<file path="src/rtl/psw_flag_gen.sv">
// Condition-code generator for the PSW set/reset stage.
// It drives one-cycle J/K pulses into the PSW JK bank, then reads the flags back to verify them.
module psw_flag_gen (
    input  logic        i_clk,
    input  logic        i_clr_n,
    input  logic        i_alu_valid,
    output logic        o_alu_ready,
    input  logic [15:0] i_alu_result,
    input  logic        i_alu_carry,
    input  logic        i_alu_ovf,
    input  logic [1:0]  i_op_class,
    input  logic [3:0]  i_flag_we,
    input  logic        i_cc_req,
    output logic        o_cc_ready,
    input  logic [3:0]  i_cc_set,
    input  logic [3:0]  i_cc_clr,
    input  logic [15:0] i_psw_q,
    output logic [15:0] o_j,
    output logic [15:0] o_k,
    output logic        o_busy,
    output logic        o_mismatch_err
);

    typedef enum logic [1:0] {StIdle, StApply, StCheck} state_e;

    state_e     r_state, w_state_nxt;
    logic [3:0] r_d, w_d_nxt;
    logic [3:0] r_m, w_m_nxt;
    logic [3:0] r_j, w_j_nxt;
    logic [3:0] r_k, w_k_nxt;
    logic       r_err, w_err_nxt;

    logic       w_z, w_n;
    logic [3:0] w_alu_d, w_alu_m;
    logic       w_unused;

    // Bits 15:4 of the PSW belong to other stages.
    assign w_unused = ^i_psw_q[15:4];

    assign w_z = (i_alu_result == 16'h0000);
    assign w_n = i_alu_result[15];

    // Flag order in both vectors: {N, Z, V, C}.
    always_comb begin
        w_alu_d = 4'b0000;
        w_alu_m = 4'b0000;
        unique case (i_op_class)
            2'b01: begin
                w_alu_d = {w_n, w_z, i_alu_ovf, i_alu_carry};
                w_alu_m = i_flag_we;
            end
            2'b10: begin
                w_alu_d = {w_n, w_z, 1'b0, 1'b0};
                w_alu_m = i_flag_we & 4'b1110;
            end
            2'b11: begin
                w_alu_d = {w_n, w_z, w_n ^ i_alu_carry, i_alu_carry};
                w_alu_m = i_flag_we;
            end
            default: begin
                w_alu_d = 4'b0000;
                w_alu_m = 4'b0000;
            end
        endcase
    end

    always_comb begin
        w_state_nxt = r_state;
        w_d_nxt     = r_d;
        w_m_nxt     = r_m;
        w_j_nxt     = 4'b0000;
        w_k_nxt     = 4'b0000;
        w_err_nxt   = r_err;
        unique case (r_state)
            StIdle: begin
                if (i_alu_valid) begin
                    w_d_nxt     = w_alu_d;
                    w_m_nxt     = w_alu_m;
                    w_j_nxt     = w_alu_d & w_alu_m;
                    w_k_nxt     = ~w_alu_d & w_alu_m;
                    w_state_nxt = StApply;
                end else if (i_cc_req) begin
                    // Set wins over clear when a flag appears in both.
                    w_d_nxt     = i_cc_set;
                    w_m_nxt     = i_cc_set | i_cc_clr;
                    w_j_nxt     = i_cc_set;
                    w_k_nxt     = i_cc_clr & ~i_cc_set;
                    w_state_nxt = StApply;
                end
            end
            StApply: begin
                w_state_nxt = StCheck;
            end
            StCheck: begin
                if (|((i_psw_q[3:0] ^ r_d) & r_m)) begin
                    w_err_nxt = 1'b1;
                end
                w_state_nxt = StIdle;
            end
            default: begin
                w_state_nxt = StIdle;
            end
        endcase
    end

    always_ff @(posedge i_clk) begin
        if (!i_clr_n) begin
            r_state <= StIdle;
            r_d     <= 4'b0000;
            r_m     <= 4'b0000;
            r_j     <= 4'b0000;
            r_k     <= 4'b0000;
            r_err   <= 1'b0;
        end else begin
            r_state <= w_state_nxt;
            r_d     <= w_d_nxt;
            r_m     <= w_m_nxt;
            r_j     <= w_j_nxt;
            r_k     <= w_k_nxt;
            r_err   <= w_err_nxt;
        end
    end

    assign o_alu_ready    = (r_state == StIdle);
    assign o_cc_ready     = o_alu_ready & ~i_alu_valid;
    assign o_busy         = (r_state != StIdle);
    assign o_j            = {12'h000, r_j};
    assign o_k            = {12'h000, r_k};
    assign o_mismatch_err = r_err;

endmodule

</file>
<file path="config.mk">
export PLATFORM = sky130hd
export DESIGN_NAME = psw_flag_gen
export DESIGN_NICKNAME = d
export VERILOG_FILES = /design/src/rtl/psw_flag_gen.sv
export SDC_FILE = /design/constraint.sdc
export NUM_CORES = 1
export LEC_CHECK = 0
export ABC_AREA = 1
export CAP_MARGIN = 20
export CORE_MARGIN = 2
export CORE_UTILIZATION = 45
export CTS_BUF_LIST = sky130_fd_sc_hd__clkbuf_16
export DETAILED_ROUTE_END_ITERATION = 16
export DONT_BUFFER_PORTS = 1
export SYNTH_ARGS = -nofsm -noshare
export SYNTH_HDL_FRONTEND = slang
export SYNTH_SLANG_ARGS = --single-unit
</file>
<file path="constraint.sdc">
create_clock -name i_clk -period 1.05 [get_ports i_clk]
set_input_delay 0.105 -clock i_clk [delete_from_list [all_inputs] [get_ports i_clk]]
set_output_delay 0.105 -clock i_clk [all_outputs]
set_load 0.005 [all_outputs]
</file>
-- Word-level counts from Yosys, hierarchy flattened
Index checks and enable logic that the tools add are counted.
- register bits after elaboration: 19
- input bits: 52
- output and inout bits: 36
- word-level logic and storage cells: 45
- eq/ne operators: 6
- mux-type cells: 13
- bitwise operators: 11
- reductions and logical operators: 9
- operator list (operator ; number):
    2-to-1 mux 4 bit ; 8
    AND 4 bit ; 4
    zero test 16 bit ; 1
    one-hot mux 4 bit (3 select lines) ; 1
    NOT 4 bit ; 2
    one-hot mux 4 bit (2 select lines) ; 1
    == test 2 bit, second input constant ; 3
    AND reduction 2 bit ; 3
    == test 2 x 1 -> 1 bit, second input constant ; 2
    2-to-1 mux 2 bit ; 2
    bitwise OR 4 bit ; 1
    one-hot mux 2 bit (2 select lines) ; 1
    nonzero test 2 bit ; 2
    OR reduction 4 bit ; 1
    XOR 4 bit ; 1
    inequality test 3 x 2 -> 1 bit, second input constant ; 1
    zero test 2 bit ; 1
    OR reduction 2 bit ; 1
    AND 1 bit ; 1
    NOT 1 bit ; 1
    XOR 1 bit ; 1

-- Longest topological paths before layout
Gate-level depths: netlist of the first run.
- depth after elaboration: 5
- depth in mapped cells: 8
- gate-level depth less buffers: 8

-- Least setup slack after synthesis of the first run
No wires, ideal clock.
- path type: flip-flop to flip-flop
- from: reg r_state[0]
- to: reg r_m[2]
- setup time: 0.127 ns
- arrival: 0.803 ns
- data required time: 0.923 ns
- slack: 0.120 ns
- cell stages (with the launch flop): 5
- path buffers: 0
- period minus slack after synthesis: 0.930 ns
- cell sequence: dfxtp_1 nor2_4 o21ai_4 a21oi_1 a31oi_1
- word-level cells in the longest chain between the ends: 2
- ends and longest elaborated chain (element ; RTL line ; source):
    start, declared ; 26 ; state_e r_state, w_state_nxt;
    start signal, assigned ; 108 ; r_state <= StIdle;
    start signal, assigned ; 115 ; r_state <= w_state_nxt;
    zero test 2 bit ; n/a ;
    via o_alu_ready ; 7 ; output logic o_alu_ready,
    AND reduction 2 bit (no source line) ; n/a ;
    end signal, assigned ; 117 ; r_m <= w_m_nxt;
    end, declared ; 28 ; logic [3:0] r_m, w_m_nxt;
The timed path passes the listed nets, and every way through them passes these cells.
A chain may end at the register's enable or synchronous reset.

-- Worst setup path in the final report of the first run
- from: reg r_state[1]
- to: reg r_d[2]
- word-level cells in the longest chain between the ends: 2
- ends and longest elaborated chain (element ; RTL line ; source):
    zero test 2 bit ; 74 ; unique case (r_state)
    AND reduction 2 bit (no source line) ; n/a ;
    end signal, assigned ; 116 ; r_d <= w_d_nxt;
    end, declared ; 27 ; logic [3:0] r_d, w_d_nxt;
No other way between the ends.

==> run metrics, run 1 <==
status=complete, but fails checks; failing checks=hold timing; final hold viol count=4; Sink Count=19; fin util=between 50 and 60%; TritonCTS buffer count=3; gp weighted congestion=0.759; maxcap violations=0; data required time of the worst path=~1200 ps; CP max FO=8; Seq cells post-synth=19; top-count cell post-synth=nand2_1; vias in the first global route=902; Post-layout nets=226; Hold Crit Class=in -> reg; Final Setup Violations=0; Detailed Route Iter0 Violations=16; Routed WL=2.46 mm; Cell Pwr Density=1500 nW/µm²; Core ar.=roughly 2500 µm²; Pleak=0.000552 µW; Final Cycle Share=96.8%; WL/cell=12.1 µm; total power=roughly 1900 µW; layout cells sized above 1=19.7%; Final ANT Viol Nets=0; register-to-register setup slack=30 ps; Pre-antenna DRT Iters=4; Remaining DRCs=0; top_reg_cell synth=dfxtp_1; clock tree buffer depth=2; syn_area_per_cell=7.04 µm²; Antenna diodes=0; Vias=1010; Area growth syn-to-layout=5.54%; top cells by count, synth=26 x nand2_1, 24 x buf_4, 23 x nor2_1; Data arrival, critical path=about 1200 ps; initial antenna violation count=0; input/output buffers=0; Fin Hold WS=-33.0 ps; CTS tree=done; register area share after synthesis=31.8%; starting density of the core=47.9%; largest cells by area after synthesis=dfxtp_1 32%, buf_4 15%, nand2_1 8.2%; total gr overflow=0; Synth top area share=31.8%; Ports=88; H-tree Lvls=1; unrepaired setup endpoints after global routing=yes; Post-Syn Area=1200 µm²; DP HPWL=1.93 mm; Layout fillers=252; post-synthesis cell type count=28; die height=55.6 µm; postcts setup bufs=0; first-pass GRT wire length=between 4 and 5 mm; Total Die Area=~3000 µm²; Clock Skews=0.986 ps; YS warnings=0; number of synthesized flops with an enable pin=0; post-DR vias/cell=roughly 5; Startpoint Class=flip-flop; max-slew violations=0; clock latency on the worst-skew pair=250 ps; # rows=18; CTS clk-pin slew, worst paths=50 ps; Post-synth ARST share=0%; clock root cell=clkbuf_16; cts-stage hold buffer count=2; largest net degree at the start of global routing=13; Final min period=1020 ps; Cells after Synth=170; f_max=984 MHz; Setup crit end kind=flip-flop; peak supply drop=0.730 mV; GR Util All Layers=16.8%; critical path class=reg -> reg; area leader, netlist=dfxtp_1; die extent in x=approximately 56 µm
## metrics by stage
step                cells  TNS (ps)  worst slack, ps  hold slack (ps)  area, µm²
detailed placement    197         0             24.4              233       1120
CTS                   203         0             2.58            0.143       1220
floorplan             193         0              120              246       1280
global route          203      -117            -30.4            -35.9       1260
global placement      197         0             39.4              230       1120
finish                203         0             34.1            -33.0       1260
## cells in the final DEF (no fill, tap or decap), types with 7 or more instances in the layout
cell type   n
nand3_1    10
nor2_1     23
inv_1      12
a21oi_1     8
o21ai_2     7
a21oi_2     7
conb_1     24
dfxtp_1    17
nand2_1    25
## worst paths after layout
| check | start | to | depth (start not counted) |
|---|---|---|---|
| worst min register to register | r_state[1] | r_state[1] | 1 |
| worst max-delay path | r_state[1] | r_d[2] | 5 |
| worst min-delay path | i_clr_n | r_m[0] | 2 |
| worst max register to register | r_state[1] | r_d[2] | 5 |
## power by group
group          total (µW)  switching [µW]  leakage, µW  internal [µW]
clock network         780             273    0.0000423            507
logic                 300             182     0.000353            119
registers             817            39.3     0.000157            777
total                1900             494     0.000552           1400
## cell families after synthesis
family | synth area share, %
other cells | 0.313
xor+xnor | 0.732
buf+inv | 23.0
compound gates | 16.5
flops | 31.8
simple gates | 27.7
## cell type report
cell class	instances	area, µm²	area share [%]
Sequential cell	19	385	30.5
Timing Repair Buffer	3	27.5	2.18
Inverter	17	70.1	5.54
Tap cell	30	37.5	2.97
Clock inverter	1	3.75	0.297
Clock buffer	3	75.1	5.94
Multi-Input combinational cell	130	664	52.6
## metal layers
layer	share of wire, %	routed length (µm)	vias to the layer above	GRT usage [%]
met5	0	0	-	0
met4	2.1	51	0	8.36
met3	11	271	6	5.81
met2	44	1080	53	24.8
met1	43	1060	442	21.8
li1	-	-	509	-
## state kept, by name, indices dropped and copies added (netlist names)
| register | cells |
|---|---|
| r_state | 2 |
| r_m | 4 |
| r_j | 4 |
| r_k | 4 |
| r_d | 4 |
| o_mismatch_err | 1 |
## worst max-delay path: stages (launching register included)
cell	delay, ps
dfxtp_2	350
nor2_4	60
o21ai_4	120
clkinv_4	150
o21ai_2	180
a21oi_2	40
## what timing repair did
item / 4_1_cts / 5_1_grt
setup endpoints to repair: 0 / 12
hold endpoints to repair: 2 / 4
resized for setup: 0 / 14
No activity file was read; power rests on OpenSTA's default activity.
==> run 2: changes to the inputs <==
Settings changed: CORE_MARGIN 2 to 3.
==> run 2 against run 1 <==
Compared with the run above: the run still ends with hold timing left; critical path depth shrank 1; non-clock buffer count grew 2; global-route usage shrank 0.83 points; die area grew 7.3%; combinational power grew 2%; hold slack gained 10 ps.
==> run metrics, run 2 (synthesis gave the netlist of run 1 again) <==
Setup TNS Final=0 ps (unchanged); placed instance area=1120 µm² (unchanged); data required time of the worst path=1180 ps (-20 ps); design internal power=1410 µW (+0.42%); Fin Hold WS=-23.0 ps (+10.0 ps); vias in the first global route=933 (+3.4%); clock tree buffer depth=2 (unchanged); unrepaired setup endpoints after global routing=yes; GR Util All Layers=16.0% (-0.83 points); Layout fillers=273 (+8.3%); Final min period=1030 ps (+17.1 ps); Area growth syn-to-layout=4.70%; DP HPWL=2.07 mm (+7.4%); register-to-register setup slack=20 ps (-20 ps); worst setup margin=17.0 ps (-17.1 ps); Clock Skews=2.87 ps (+1.89 ps); Final ANT Viol Nets=0 (unchanged); most frequent cells in the layout=25 x nand2_1, 24 x conb_1, 22 x nor2_1, 18 x dfxtp_1, 12 x a21oi_1; Clock Power Share=41.3% (+0.2 points); first-pass GRT wire length=4.11 mm (+0.51%); Hold Crit Class=in -> reg; Net Sw Frac=26.0% (-0.029 points); failing checks=hold timing; # rows=18 (unchanged); Pre-antenna DRT Iters=4 (unchanged); Antenna diodes=0 (unchanged); clock root cell=clkbuf_16; Post-layout nets=228 (+0.88%); Logic pwr share=16.0% (+0.2 points); final hold viol count=1 (-3); post-DR vias/cell=5.00 (+0.50%); Ports=88 (unchanged); cell area after layout=1250 µm² (-0.79%); gp weighted congestion=0.796 (+4.9%); die height=57.6 µm (+3.6%); total gr overflow=0 (unchanged); initial antenna violation count=0 (unchanged); f_max=968 MHz (-1.7%); maxcap violations=0 (unchanged); starting density of the core=47.9% (unchanged); Startpoint Class=flip-flop; status=complete, but fails checks; Total Die Area=3320 µm² (+7.3%); critical path class=reg -> reg; peak supply drop=0.828 mV (+13%); commonest non-fill, non-tap cell in the layout=nand2_1; Vias=1025 (+1.5%); Core ar.=2500 µm² (unchanged); Sink Count=19 (unchanged); Routed WL=2.61 mm (+5.9%); Final Setup Violations=0 (unchanged); NetSw=495 µW (+0.27%); CTS tree=done; CTS clk-pin slew, worst paths=60 ps (about the same); fin util=50.2% (-0.40 points); dpl ws=16.7 ps (-7.64 ps); Setup crit end kind=flip-flop; Pleak=0.000560 µW (+1.4%); Remaining DRCs=0 (unchanged); Final Cycle Share=98.4% (+1.6 points); Data arrival, critical path=1160 ps (about the same); TritonCTS buffer count=3 (unchanged); largest net degree at the start of global routing=13 (unchanged); Detailed Route Iter0 Violations=16 (unchanged); input/output buffers=0 (unchanged); layout cells sized above 1=16.6% (-3.1 points); max-slew violations=0 (unchanged); die extent in x=57.6 µm (+3.6%); cts-stage hold buffer count=2 (unchanged); Cell Pwr Density=1520 nW/µm² (+1.2%); H-tree Lvls=1 (unchanged); sequential group share of total power=42.7% (-0.4 points); WL/cell=12.7 µm (+4.8%); clock latency on the worst-skew pair=250 ps (about the same); CP max FO=6 (-2)
==> run 2: changes by cell type in the layout (fill, tap and decap cells not counted), sizes merged <==
cell,before,now
buf,1,3
==> run 2: final cells by class <==
type | count | area [µm²] | share of cell area, %
Clock buffer | 3 | 75.1 | 5.99
Sequential cell | 19 | 384 | 30.6
Clock inverter | 1 | 5.00 | 0.399
Multi-Input combinational cell | 130 | 642 | 51.2
Inverter | 17 | 67.6 | 5.39
Timing Repair Buffer | 5 | 42.5 | 3.39
Tap cell | 30 | 37.5 | 2.99
==> run 2: power by group through the flow <==
| stage | combinational (µW) | clock (µW) | sequential (µW) |
|---|---|---|---|
| after CTS | 284 | 788 | 813 |
| after global routing | 349 | 833 | 820 |
| after global placement | 266 | 0 | 827 |
| after floorplan | 312 | 0 | 820 |
| after detailed placement | 273 | 0 | 827 |
| final | 305 | 787 | 813 |
==> run 2: critical path: stages (launching register included) <==
cell,delay (ps)
dfxtp_4,350
nor2_4,150
o21ai_4,110
a21oi_1,180
a31oi_1,110
==> run 2: path summary, 6_finish.rpt <==
check	startpoint	end	cells after the start
setup / recovery	r_state[1]	r_m[0]	4
setup reg to reg	r_state[1]	r_m[0]	4
hold / removal	i_clr_n	r_m[1]	2
hold reg to reg	r_state[1]	r_state[1]	1
==> run 2: what timing repair did <==
item                       in CTS  in global routing
cloned                          0                  0
resized for setup               1                  5
pin swaps                       0                  1
setup endpoints to repair       1                  8
setup buffers                   0                  2
hold endpoints to repair        1                  1
==> run 2: per-layer routing <==
metal  vias to the layer above  wire, µm  part of all wire, %  global-route usage [%]
li1                        513         -                    -                       -
met1                       455      1090                   42                    20.2
met2                        53      1200                   46                    24.7
met3                         4       267                   10                    5.43
met4                         0        43                  1.7                    6.95
met5                         -         0                    0                       0
==> run 2: metrics by stage <==
step / cells / power, µW
finish: 205 / 1900
global route: 205 / 2000
CTS: 203 / 1880
detailed placement: 197 / 1100
global placement: 197 / 1090
floorplan: 193 / 1130
==> run 3: changes to the inputs <==
Settings changed: BUFFER_PORTS_ARGS set to -buffer_cell sky130_fd_sc_hd__buf_4, CORE_UTILIZATION 45 to 40, DONT_BUFFER_PORTS 1 to unset, PLACE_DENSITY set to 0.79.
==> run 3 against run 2 <==
Compared with the run above: the flow finishes with violations (setup timing); critical endpoint is now r_m[1]; first-iteration DRC count increased to 3.2 times the previous value; critical path type unchanged; setup slack got worse by 66 ps; clock skew decreased by 1.6 ps.
==> run metrics, run 3 (synthesis gave the netlist of run 1 again) <==
TritonCTS buffer count=3 (unchanged); Data arrival, critical path=1260 ps (+100 ps); worst setup margin=-48.9 ps (-65.9 ps); multi-input logic area=646 µm² (+0.58%); Antenna diodes=0 (unchanged); unrepaired setup endpoints after global routing=yes; Final Setup Violations=3 (+3); input/output buffers=51 (+51); Total Die Area=3690 µm² (+11%); Hold Crit Class=in -> reg; Routed WL=2.89 mm (+11%); register area=388 µm² (+0.98%); cts-stage hold buffer count=0 (-2); GR Util All Layers=16.3% (+0.30 points); Final ANT Viol Nets=0 (unchanged); clock root cell=clkbuf_16; Startpoint Class=flip-flop; max-slew violations=0 (unchanged); total gr overflow=0 (unchanged); Remaining DRCs=0 (unchanged); critical path class=reg -> reg; largest net degree at the start of global routing=13 (unchanged); layout cells sized above 1=37.2% (+21 points); status=complete, but fails checks; CP max FO=8 (+2); post-DR vias/cell=4.65 (-6.9%); Post-layout nets=276 (+21%); Area growth syn-to-layout=35.0%; # rows=19 (+1); CTS tree=done; die extent in x=60.7 µm (+5.4%); initial antenna violation count=0 (unchanged); dpl ws=3.87 ps (-12.9 ps); failing checks=setup timing; Final min period=1100 ps (+65.9 ps); Layout fillers=272 (-0.37%); peak supply drop=0.612 mV (-26%); WL/cell=11.4 µm (-10%); Pre-antenna DRT Iters=4 (unchanged); starting density of the core=42.7% (-5.2 points); maxcap violations=0 (unchanged); Setup TNS Final=-58.4 ps (-58.4 ps); Detailed Route Iter0 Violations=51 (+35); data required time of the worst path=1210 ps (+30 ps); H-tree Lvls=1 (unchanged); vias in the first global route=1073 (+15%); first-pass GRT wire length=4.53 mm (+10%); die height=60.7 µm (+5.4%); Vias=1182 (+15%); final hold viol count=0 (-1); Sink Count=19 (unchanged); gp weighted congestion=0.813 (+2.1%); Core ar.=2810 µm² (+12%); Final Cycle Share=105% (+6.3 points); Ports=88 (unchanged); Pleak=0.000796 µW (+42%); commonest non-fill, non-tap cell in the layout=buf_4; Clock Skews=1.23 ps (-1.65 ps); clock tree buffer depth=2 (unchanged); f_max=910 MHz (-6.0%); Cell Pwr Density=1270 nW/µm² (-16%); clock latency on the worst-skew pair=250 ps (about the same); CTS clk-pin slew, worst paths=50 ps (about the same); DP HPWL=2.29 mm (+11%); most frequent cells in the layout=53 x buf_4, 25 x nand2_1, 24 x conb_1, 23 x nor2_1, 17 x dfxtp_1; Setup crit end kind=flip-flop
[run 3: changes by cell type in the layout (fill, tap and decap cells not counted), moves of 2 or more]
cell,change
dlygate4sd3_1,-2
inv_2,+2
a21oi_2,+2
a21oi_1,-2
buf_4,+50
[run 3: power breakdown]
group | total, µW | internal (µW) | leakage [µW] | switching (µW)
clock | 765 | 506 | 0.0000423 | 259
sequential | 813 | 776 | 0.000157 | 37.2
combinational | 480 | 231 | 0.000596 | 249
total | 2060 | 1510 | 0.000796 | 545
[run 3: through the flow]
stage	util [%]	instance area [µm²]	total power (µW)	hold slack [ps]	std cells
after floorplan	-	1280	1130	246	193
after global placement	53.4	1500	1270	399	248
after detailed placement	53.4	1500	1280	402	248
after CTS	56.4	1580	2060	140	252
after global routing	57.6	1620	2180	153	254
final	57.6	1620	2060	145	254
[run 3: layout make-up]
| type | instances | share of cell area [%] |
|---|---|---|
| flip-flops and latches | 19 | 24.0 |
| repair buffers | 53 | 24.6 |
| clock buffers | 3 | 4.64 |
| clock inverters | 1 | 0.232 |
| multi-input cells | 130 | 39.9 |
| inverters | 17 | 4.18 |
| well taps | 31 | 2.40 |
[run 3: repair_timing]
item,CTS,global route
resized for setup,3,8
hold endpoints to repair,0,0
pin swaps,0,3
endpoints found under the setup margin,4,9
setup buffers,0,2
gates cloned,0,0
[run 3: worst max-delay path, stage by stage (launching register included)]
cell and delay [ps]:
dfxtp_4 360, nor2_4 160, o21ai_4 120, inv_4 120, o21ai_2 70, a31oi_1 190
[run 3: worst paths after layout]
kind                start    endpoint  slack, ps  cells after the start
max reg2reg    r_state[1]      r_m[1]        -50                      5
max            r_state[1]      r_m[1]        -50                      5
min          i_flag_we[3]      r_j[3]        140                      3
min reg2reg    r_state[1]  r_state[1]        450                      1
[run 3: metal layers]
| layer | track usage [%] | wire length (µm) | up-vias |
|---|---|---|---|
| li1 | - | - | 607 |
| met1 | 21.2 | 1190 | 521 |
| met2 | 26.1 | 1470 | 47 |
| met3 | 2.13 | 177 | 7 |
| met4 | 8.98 | 57 | 0 |
| met5 | 0 | 0 | - |
